===== src/rtl/dac_sample_pacer_if.sv =====
// Sample-in and DAC-out handshake bundle for dac_sample_pacer.
// The pacer side uses the master modport; the ADC receiver and DAC transmitter side uses the slave modport.
interface dac_sample_pacer_if;
    logic [15:0] sample_in;
    logic        sample_valid;
    logic        dac_busy;
    logic [23:0] dac_data;
    logic        dac_send;

    modport master (
        input  sample_in,
        input  sample_valid,
        input  dac_busy,
        output dac_data,
        output dac_send
    );

    modport slave (
        output sample_in,
        output sample_valid,
        output dac_busy,
        input  dac_data,
        input  dac_send
    );
endinterface


===== src/rtl/dac_sample_pacer.sv =====
// Buffers ADC samples in a 4-deep FIFO and releases one command-prefixed DAC word per fixed send slot.
// Reports sticky overflow, underrun and late-slot status.
module dac_sample_pacer #(
    parameter int unsigned SEND_INTERVAL = 3624,
    parameter logic [7:0]  CHANNEL_CMD   = 8'b00110001
) (
    input  logic                clock,
    input  logic                rstn,
    dac_sample_pacer_if.master  bus,
    input  logic                clear_flags,
    output logic [2:0]          fifo_level,
    output logic                overflow,
    output logic                underrun,
    output logic                late
);
    localparam int unsigned CNT_W       = (SEND_INTERVAL > 1) ? $clog2(SEND_INTERVAL) : 1;
    localparam int unsigned DEPTH       = 4;
    localparam int unsigned PTR_W       = 2;
    localparam int unsigned LVL_W       = 3;
    localparam int unsigned DATA_W      = 16;
    localparam int unsigned WORD_W      = 24;
    localparam int unsigned ACK_W       = 2;
    localparam int unsigned ACK_TIMEOUT = 4;
    localparam logic [CNT_W-1:0] CNT_LAST = CNT_W'(SEND_INTERVAL - 1);

    typedef enum logic [2:0] {IDLE, LOAD, SEND, ACK, DONE} state_e;

    state_e             state_q, state_d;
    logic [CNT_W-1:0]   cnt_q, cnt_d;
    logic [ACK_W-1:0]   ack_cnt_q, ack_cnt_d;
    logic [DATA_W-1:0]  mem_q [DEPTH];
    logic [PTR_W-1:0]   wr_ptr_q, wr_ptr_d, rd_ptr_q, rd_ptr_d;
    logic [LVL_W-1:0]   level_q, level_d;
    logic [WORD_W-1:0]  dac_data_q, dac_data_d;
    logic               dac_send_q, dac_send_d;
    logic               overflow_q, overflow_d, underrun_q, underrun_d, late_q, late_d;
    logic               tick_c, pop_c, load_empty_c, accept_c, drop_c, full_c;

    // Free-running slot counter, independent of the FSM.
    always_comb begin
        tick_c = (cnt_q == CNT_LAST);
        cnt_d  = tick_c ? '0 : cnt_q + CNT_W'(1);
    end

    always_comb begin
        state_d      = state_q;
        ack_cnt_d    = ack_cnt_q;
        dac_data_d   = dac_data_q;
        dac_send_d   = 1'b0;
        pop_c        = 1'b0;
        load_empty_c = 1'b0;
        unique case (state_q)
            IDLE: if (tick_c) state_d = LOAD;
            LOAD: begin
                if (level_q != '0) begin
                    pop_c      = 1'b1;
                    dac_data_d = {CHANNEL_CMD, mem_q[rd_ptr_q]};
                end else begin
                    load_empty_c = 1'b1;
                end
                dac_send_d = 1'b1;
                state_d    = SEND;
            end
            SEND: begin
                ack_cnt_d = '0;
                state_d   = ACK;
            end
            ACK: begin
                if (bus.dac_busy) begin
                    state_d = DONE;
                end else if (ack_cnt_q == ACK_W'(ACK_TIMEOUT - 1)) begin
                    state_d = IDLE;
                end else begin
                    ack_cnt_d = ack_cnt_q + ACK_W'(1);
                end
            end
            DONE: if (!bus.dac_busy) state_d = IDLE;
            default: state_d = IDLE;
        endcase
    end

    // FIFO bookkeeping: a pop in the same cycle frees the slot for a push into a full FIFO.
    always_comb begin
        full_c   = (level_q == LVL_W'(DEPTH));
        accept_c = bus.sample_valid && (!full_c || pop_c);
        drop_c   = bus.sample_valid && full_c && !pop_c;
        wr_ptr_d = accept_c ? wr_ptr_q + PTR_W'(1) : wr_ptr_q;
        rd_ptr_d = pop_c    ? rd_ptr_q + PTR_W'(1) : rd_ptr_q;
        level_d  = level_q;
        if (accept_c && !pop_c)      level_d = level_q + LVL_W'(1);
        else if (!accept_c && pop_c) level_d = level_q - LVL_W'(1);
    end

    // Sticky flags: a set event wins over a simultaneous clear.
    always_comb begin
        overflow_d = drop_c ? 1'b1 : (clear_flags ? 1'b0 : overflow_q);
        underrun_d = load_empty_c ? 1'b1 : (clear_flags ? 1'b0 : underrun_q);
        late_d     = (tick_c && state_q != IDLE) ? 1'b1 : (clear_flags ? 1'b0 : late_q);
    end

    always_ff @(posedge clock) begin
        if (!rstn) begin
            state_q    <= IDLE;
            cnt_q      <= '0;
            ack_cnt_q  <= '0;
            wr_ptr_q   <= '0;
            rd_ptr_q   <= '0;
            level_q    <= '0;
            dac_data_q <= '0;
            dac_send_q <= 1'b0;
            overflow_q <= 1'b0;
            underrun_q <= 1'b0;
            late_q     <= 1'b0;
        end else begin
            state_q    <= state_d;
            cnt_q      <= cnt_d;
            ack_cnt_q  <= ack_cnt_d;
            wr_ptr_q   <= wr_ptr_d;
            rd_ptr_q   <= rd_ptr_d;
            level_q    <= level_d;
            dac_data_q <= dac_data_d;
            dac_send_q <= dac_send_d;
            overflow_q <= overflow_d;
            underrun_q <= underrun_d;
            late_q     <= late_d;
        end
    end

    // Storage needs no reset; the pointers define what is valid.
    always_ff @(posedge clock) begin
        if (accept_c) mem_q[wr_ptr_q] <= bus.sample_in;
    end

    assign bus.dac_data = dac_data_q;
    assign bus.dac_send = dac_send_q;
    assign fifo_level   = level_q;
    assign overflow     = overflow_q;
    assign underrun     = underrun_q;
    assign late         = late_q;
endmodule


===== src/flat_wrapper.sv =====
// flat-port wrapper written by rule: the top's interface ports become plain ports
module dac_sample_pacer_flat 
#(
    parameter int unsigned SEND_INTERVAL = 3624,
    parameter logic [7:0]  CHANNEL_CMD   = 8'b00110001
)
  (clock, rstn, clear_flags, fifo_level, overflow, underrun, late, bus_sample_in, bus_sample_valid, bus_dac_busy, bus_dac_data, bus_dac_send);
  dac_sample_pacer_if bus_i ();
  input  logic clock;
  input  logic rstn;
  input  logic clear_flags;
  output logic [2:0] fifo_level;
  output logic overflow;
  output logic underrun;
  output logic late;
  input wire logic [$bits(bus_i.sample_in)-1:0] bus_sample_in;
  input wire logic [$bits(bus_i.sample_valid)-1:0] bus_sample_valid;
  input wire logic [$bits(bus_i.dac_busy)-1:0] bus_dac_busy;
  output wire logic [$bits(bus_i.dac_data)-1:0] bus_dac_data;
  output wire logic [$bits(bus_i.dac_send)-1:0] bus_dac_send;
  assign bus_i.sample_in = bus_sample_in;
  assign bus_i.sample_valid = bus_sample_valid;
  assign bus_i.dac_busy = bus_dac_busy;
  assign bus_dac_data = bus_i.dac_data;
  assign bus_dac_send = bus_i.dac_send;
  dac_sample_pacer #(.SEND_INTERVAL(SEND_INTERVAL), .CHANNEL_CMD(CHANNEL_CMD)) u_core (.clock(clock), .rstn(rstn), .bus(bus_i), .clear_flags(clear_flags), .fifo_level(fifo_level), .overflow(overflow), .underrun(underrun), .late(late));
endmodule

===== config.mk =====
export PLATFORM = sky130hd
export DESIGN_NAME = dac_sample_pacer_flat
export DESIGN_NICKNAME = d
export VERILOG_FILES = /design/src/rtl/dac_sample_pacer_if.sv /design/src/rtl/dac_sample_pacer.sv /design/src/flat_wrapper.sv
export SDC_FILE = /design/constraint.sdc
export NUM_CORES = 1
export LEC_CHECK = 0
export BUFFER_PORTS_ARGS = -buffer_cell sky130_fd_sc_hd__buf_4
export CORE_MARGIN = 3
export CORE_UTILIZATION = 52
export CTS_CLUSTER_DIAMETER = 120
export DETAILED_ROUTE_END_ITERATION = 6
export GPL_TIMING_DRIVEN = 0
export PLACE_DENSITY = 0.72
export SLEW_MARGIN = 15
export SYNTH_ARGS = -nofsm -noshare
export SYNTH_HDL_FRONTEND = slang
export SYNTH_SLANG_ARGS = --single-unit

===== constraint.sdc =====
create_clock -name clock -period 2.3 [get_ports clock]
set_input_delay 0.46 -clock clock [delete_from_list [all_inputs] [get_ports clock]]
set_output_delay 0.46 -clock clock [all_outputs]
set_load 0.05 [all_outputs]

==> impl_results.md <==
- Outcome: completed
- Total Wirelength: slightly below 8 mm
- Worst Hold Class: primary input to register
- Final number of setup-violating endpoints: 0
- Layout cells sized above 1: a little over a third
- Source of the critical timing path: u_core.state_q[1]$_SDFFE_PN0P_
- Period utilisation layout: a little over nine tenths
- Highest-delay cell along the critical path: sky130_fd_sc_hd__or3b_4
- Normalized max-slew margin: a little under three fifths
- Power density relative to cell area: around 730 nW/um^2
- Post-cts hold buffer count: 0
- Die outline height: 98.27 microns
- Antenna cells: 0
- DRC viols: 0
- Post-synth EDFFs: 64
- Critical path endpoint category: register
- Net switching component of the power: roughly 0.00098 W
- Die area: slightly below 10000 sq um
- Worst endpoint data arrival time: 2550 ps
- Site row count: 33
- Count of maximum capacitance violations: 0
- P_leak: 1.843 nW
- Ranking of synthesized cells by instance count: sky130_fd_sc_hd__edfxtp_1, sky130_fd_sc_hd__dfxtp_1, sky130_fd_sc_hd__nand2_1
- Width of the die: ~100 microns
- Initial antenna violation count: 0
- Slew of the pin with the lowest slew margin: between 600 and 700 ps
- Seq/Total Area, Yosys: a little under two thirds
- Largest net degree at the start of global routing: 21
- Met1 track demand over resource in global routing: 21.58%
- List of cells traversed by the critical path: buf_6, or3b_4, a31oi_4, ha_4, inv_1, fa_2, xor2_1, or3_1, a21boi_1
- Combinational share of power: around an eighth
- Reg clk slew, reported paths: between 100 and 150 ps
- Final design instance area without fill: roughly 5200 sq um
- Startpoint of the most critical register-to-register path: u_core.state_q[1]$_SDFFE_PN0P_
- Via count normalized by instance count: between 5 and 6
- Net switching share of the total power: between 20 and 30%
- Met2 Resource Use GR: ~30%
- Syn-to-layout area delta: 16.99%
- Fin cells: 485
- Largest fanout of any net on the critical path: 10
- Standard cell core area: ~8300 sq um
- Startpoint of the lowest-slack hold path: bus_sample_in[14]
- Kind of start point of the critical path: register
- Global-route wire length before repair: ~13 mm
- Sink Count: 109
- Remaining antenna violation count after routing: 0
- Final Total Pwr: about 0.0038 W
- Area of the mapped netlist: between 4000 and 5000 sq um
- DRC violation total after the first TritonRoute iteration: 71
- Final-stage net count: a little over 400
- Biggest area consumer among synthesized cells: sky130_fd_sc_hd__edfxtp_1
- Residual overflow from global routing: 0
- Post-synthesis sequential element count: 109
- Hold violation count in the final report: 0
- Gpl congestion: 0.7324
- Cell count after synthesis: 310
- Depth of the CTS H-tree: 3
- Number of global-route vias before repair: 2551
- Largest buffer count on any clock path: 2
- Syn_area_per_cell: 14.28 sq um
- Top-level I/O count: between 50 and 60
- Longest individual stage delay on the worst path: slightly above 400 ps
- Wirelength per Cell: approximately 16 microns
- Final-report max-slew violation count: 0
- Ys Warns: 0
- Clock skew after layout: 16.80 ps
- HPWL after detailed placement: 5.210 mm
- Fin util: between 60% and 70%
- Total clock buffers created by CTS: 9
- Top flip-flop cell by instance count after synthesis: sky130_fd_sc_hd__edfxtp_1
- Total placed instance area: around 4900 sq um
- Final critical-path required period: between 2000 and 2500 ps
- Critical path type: register to register
- Power share of the clock group: around 29%
- Peak ir drop on the vdd network: a little over 0.4 mV
- Async set-or-reset flop fraction in the synthesized netlist: 0%
- Vias: 2518
- Number of library cell types mapped by synthesis: 46
- Global-route total usage across every layer: between 15 and 20%
- Ranking of synthesized cells by area: sky130_fd_sc_hd__edfxtp_1, sky130_fd_sc_hd__dfxtp_1, sky130_fd_sc_hd__mux4_2
- Count of TritonRoute iterations in the first routing pass: 4
- Placed insts: between 400 and 500
- Highest attainable clock frequency: 0.4401 GHz
- Top-area cell type share of the netlist area: 43.41%
- Required arrival time at the worst endpoint: 2580 ps
- Internal power of the cells: 0.002816 W
- Share of power burned in registers: 59.4%
- Total of fill cells in the finished design: around 650
- Busiest grt layer: met2
- Initial core utilization: a little over half
- TritonCTS clock tree: done
- Buffers on Ports: 46
- Buffer type at the clock tree root: sky130_fd_sc_hd__clkbuf_8
- RSZ-0062 raised after global routing: yes
- Most frequently used cell type in the post-synthesis netlist: sky130_fd_sc_hd__edfxtp_1
- Clock latency reported for the late side of the worst-skew pair: between 300 and 400 ps
- Met3 Track Usage GR: between 4 and 5%
## cells in the final DEF, fill, tap and decap left out, types with 2 or more instances in the layout
cell                       netlist  layout
sky130_fd_sc_hd__and2_2          4       4
sky130_fd_sc_hd__xnor2_1         8       8
sky130_fd_sc_hd__dfxtp_1        45      42
sky130_fd_sc_hd__clkbuf_1        3       4
sky130_fd_sc_hd__clkbuf_8        0       9
sky130_fd_sc_hd__and2_1          8       7
sky130_fd_sc_hd__nand4_1         4       4
sky130_fd_sc_hd__buf_6           4       4
sky130_fd_sc_hd__nor2b_1         5       5
sky130_fd_sc_hd__xor2_1          7       7
sky130_fd_sc_hd__nor3_1          2       2
sky130_fd_sc_hd__nor4_1          2       2
sky130_fd_sc_hd__nand2_1        41      41
sky130_fd_sc_hd__nand3_1         3       3
sky130_fd_sc_hd__mux2i_1         2       2
sky130_fd_sc_hd__nand2b_1        4       4
sky130_fd_sc_hd__clkinv_8        0       2
sky130_fd_sc_hd__a211oi_1        2       2
sky130_fd_sc_hd__a21boi_1        1       2
sky130_fd_sc_hd__inv_1           6       6
sky130_fd_sc_hd__dfxtp_4         0       2
sky130_fd_sc_hd__o21ai_0         3       3
sky130_fd_sc_hd__mux4_2         16      16
sky130_fd_sc_hd__nor2_2         10      10
sky130_fd_sc_hd__ha_1            7       6
sky130_fd_sc_hd__buf_2           3       3
sky130_fd_sc_hd__conb_1          1       5
sky130_fd_sc_hd__a21boi_0       11      10
sky130_fd_sc_hd__edfxtp_1       64      64
sky130_fd_sc_hd__a21boi_2        9       9
sky130_fd_sc_hd__or3_1           2       2
sky130_fd_sc_hd__buf_4           9      59
sky130_fd_sc_hd__inv_8           0       2
sky130_fd_sc_hd__nor2_1          7       7
## registers in the layout (all words and copies together) (netlist names), 2 cells and up
register,count
u_core.ack_cnt_q,2
u_core.cnt_q,12
u_core.state_q,3
u_core.wr_ptr_q,2
u_core.rd_ptr_q,2
u_core.fifo_level,3
u_core.mem_q,64
u_core.bus.dac_data,17
## cell families (layout without fill, tap and decap cells)
family	count (synthesis)	after routing	synth area share, %
and+or+nand+nor	101	101	12.15
adders and majority gates	8	8	2.431
DFF	109	109	63.76
muxes	18	18	8.593
xor gates and xnor gates	15	15	2.968
AOI/OAI and AO/OA	31	31	6.077
other	1	5	0.08471
buffers and inverters	27	93	3.928
## critical path: cells and delay by family (launching register included)
family,cells,cell delay [ps]
AND/OR/NAND/NOR,2,710
adder cells (fa/ha/maj),2,490
flip-flops,1,330
AO/OA/AOI/OAI,2,320
buffers and inverters,2,180
XOR/XNOR,1,150
## layer usage
| layer | vias to the layer above | wire (microns) |
|---|---|---|
| li1 | 1231 | - |
| met5 | - | 0 |
| met3 | 2 | 417 |
| met1 | 1228 | 3295 |
| met2 | 57 | 4086 |
| met4 | 0 | 36 |
## area by class of cell
class,count,area [sq um],area share [%]
multi-input combinational,178,1468,28.34
timing repair buffer,51,382.9,7.393
clock inverter,6,63.81,1.232
tap,105,131.4,2.537
clock buffer,10,127.6,2.464
buffer,19,135.1,2.609
inverter,7,38.79,0.7490
sequential,109,2831,54.68
## stage by stage
stage	hold slack, ps	worst slack, ps	setup TNS (ps)
floorplan	427.4	-69.36	-69.36
global placement	436.5	-142.4	-142.4
detailed placement	445.5	-209.6	-268.9
CTS	266.7	7.950	0
global route	260.4	-71.20	-71.20
finish	288.7	27.90	0
## final timing paths
kind / slack (ps) / to / cells after the start
setup reg to reg: 30 / u_core.fifo_level[2]$_SDFFE_PN0P_ / 9
setup / recovery: 30 / u_core.fifo_level[2]$_SDFFE_PN0P_ / 9
hold / removal: 290 / u_core.mem_q[3][14]$_DFFE_PP_ / 1
hold reg to reg: 460 / u_core.cnt_q[0]$_SDFF_PP0_ / 1
## what timing repair did
action | 4_1_cts | 5_1_grt
hold endpoints to repair | 0 | 0
gates resized for setup | 1 | 2
pin swaps | 1 | 0
setup endpoints to repair | 2 | 2
setup buffers | 5 | 0
## power by group through the flow
stage               clock network, W  registers [W]  logic [W]
detailed placement                 0        0.00230   0.000432
finish                       0.00110        0.00225   0.000443
global route                 0.00121        0.00227   0.000493
global placement                   0        0.00230   0.000422
CTS                          0.00113        0.00225   0.000453
floorplan                          0        0.00234   0.000251
Power figures use the tool's default switching activity.
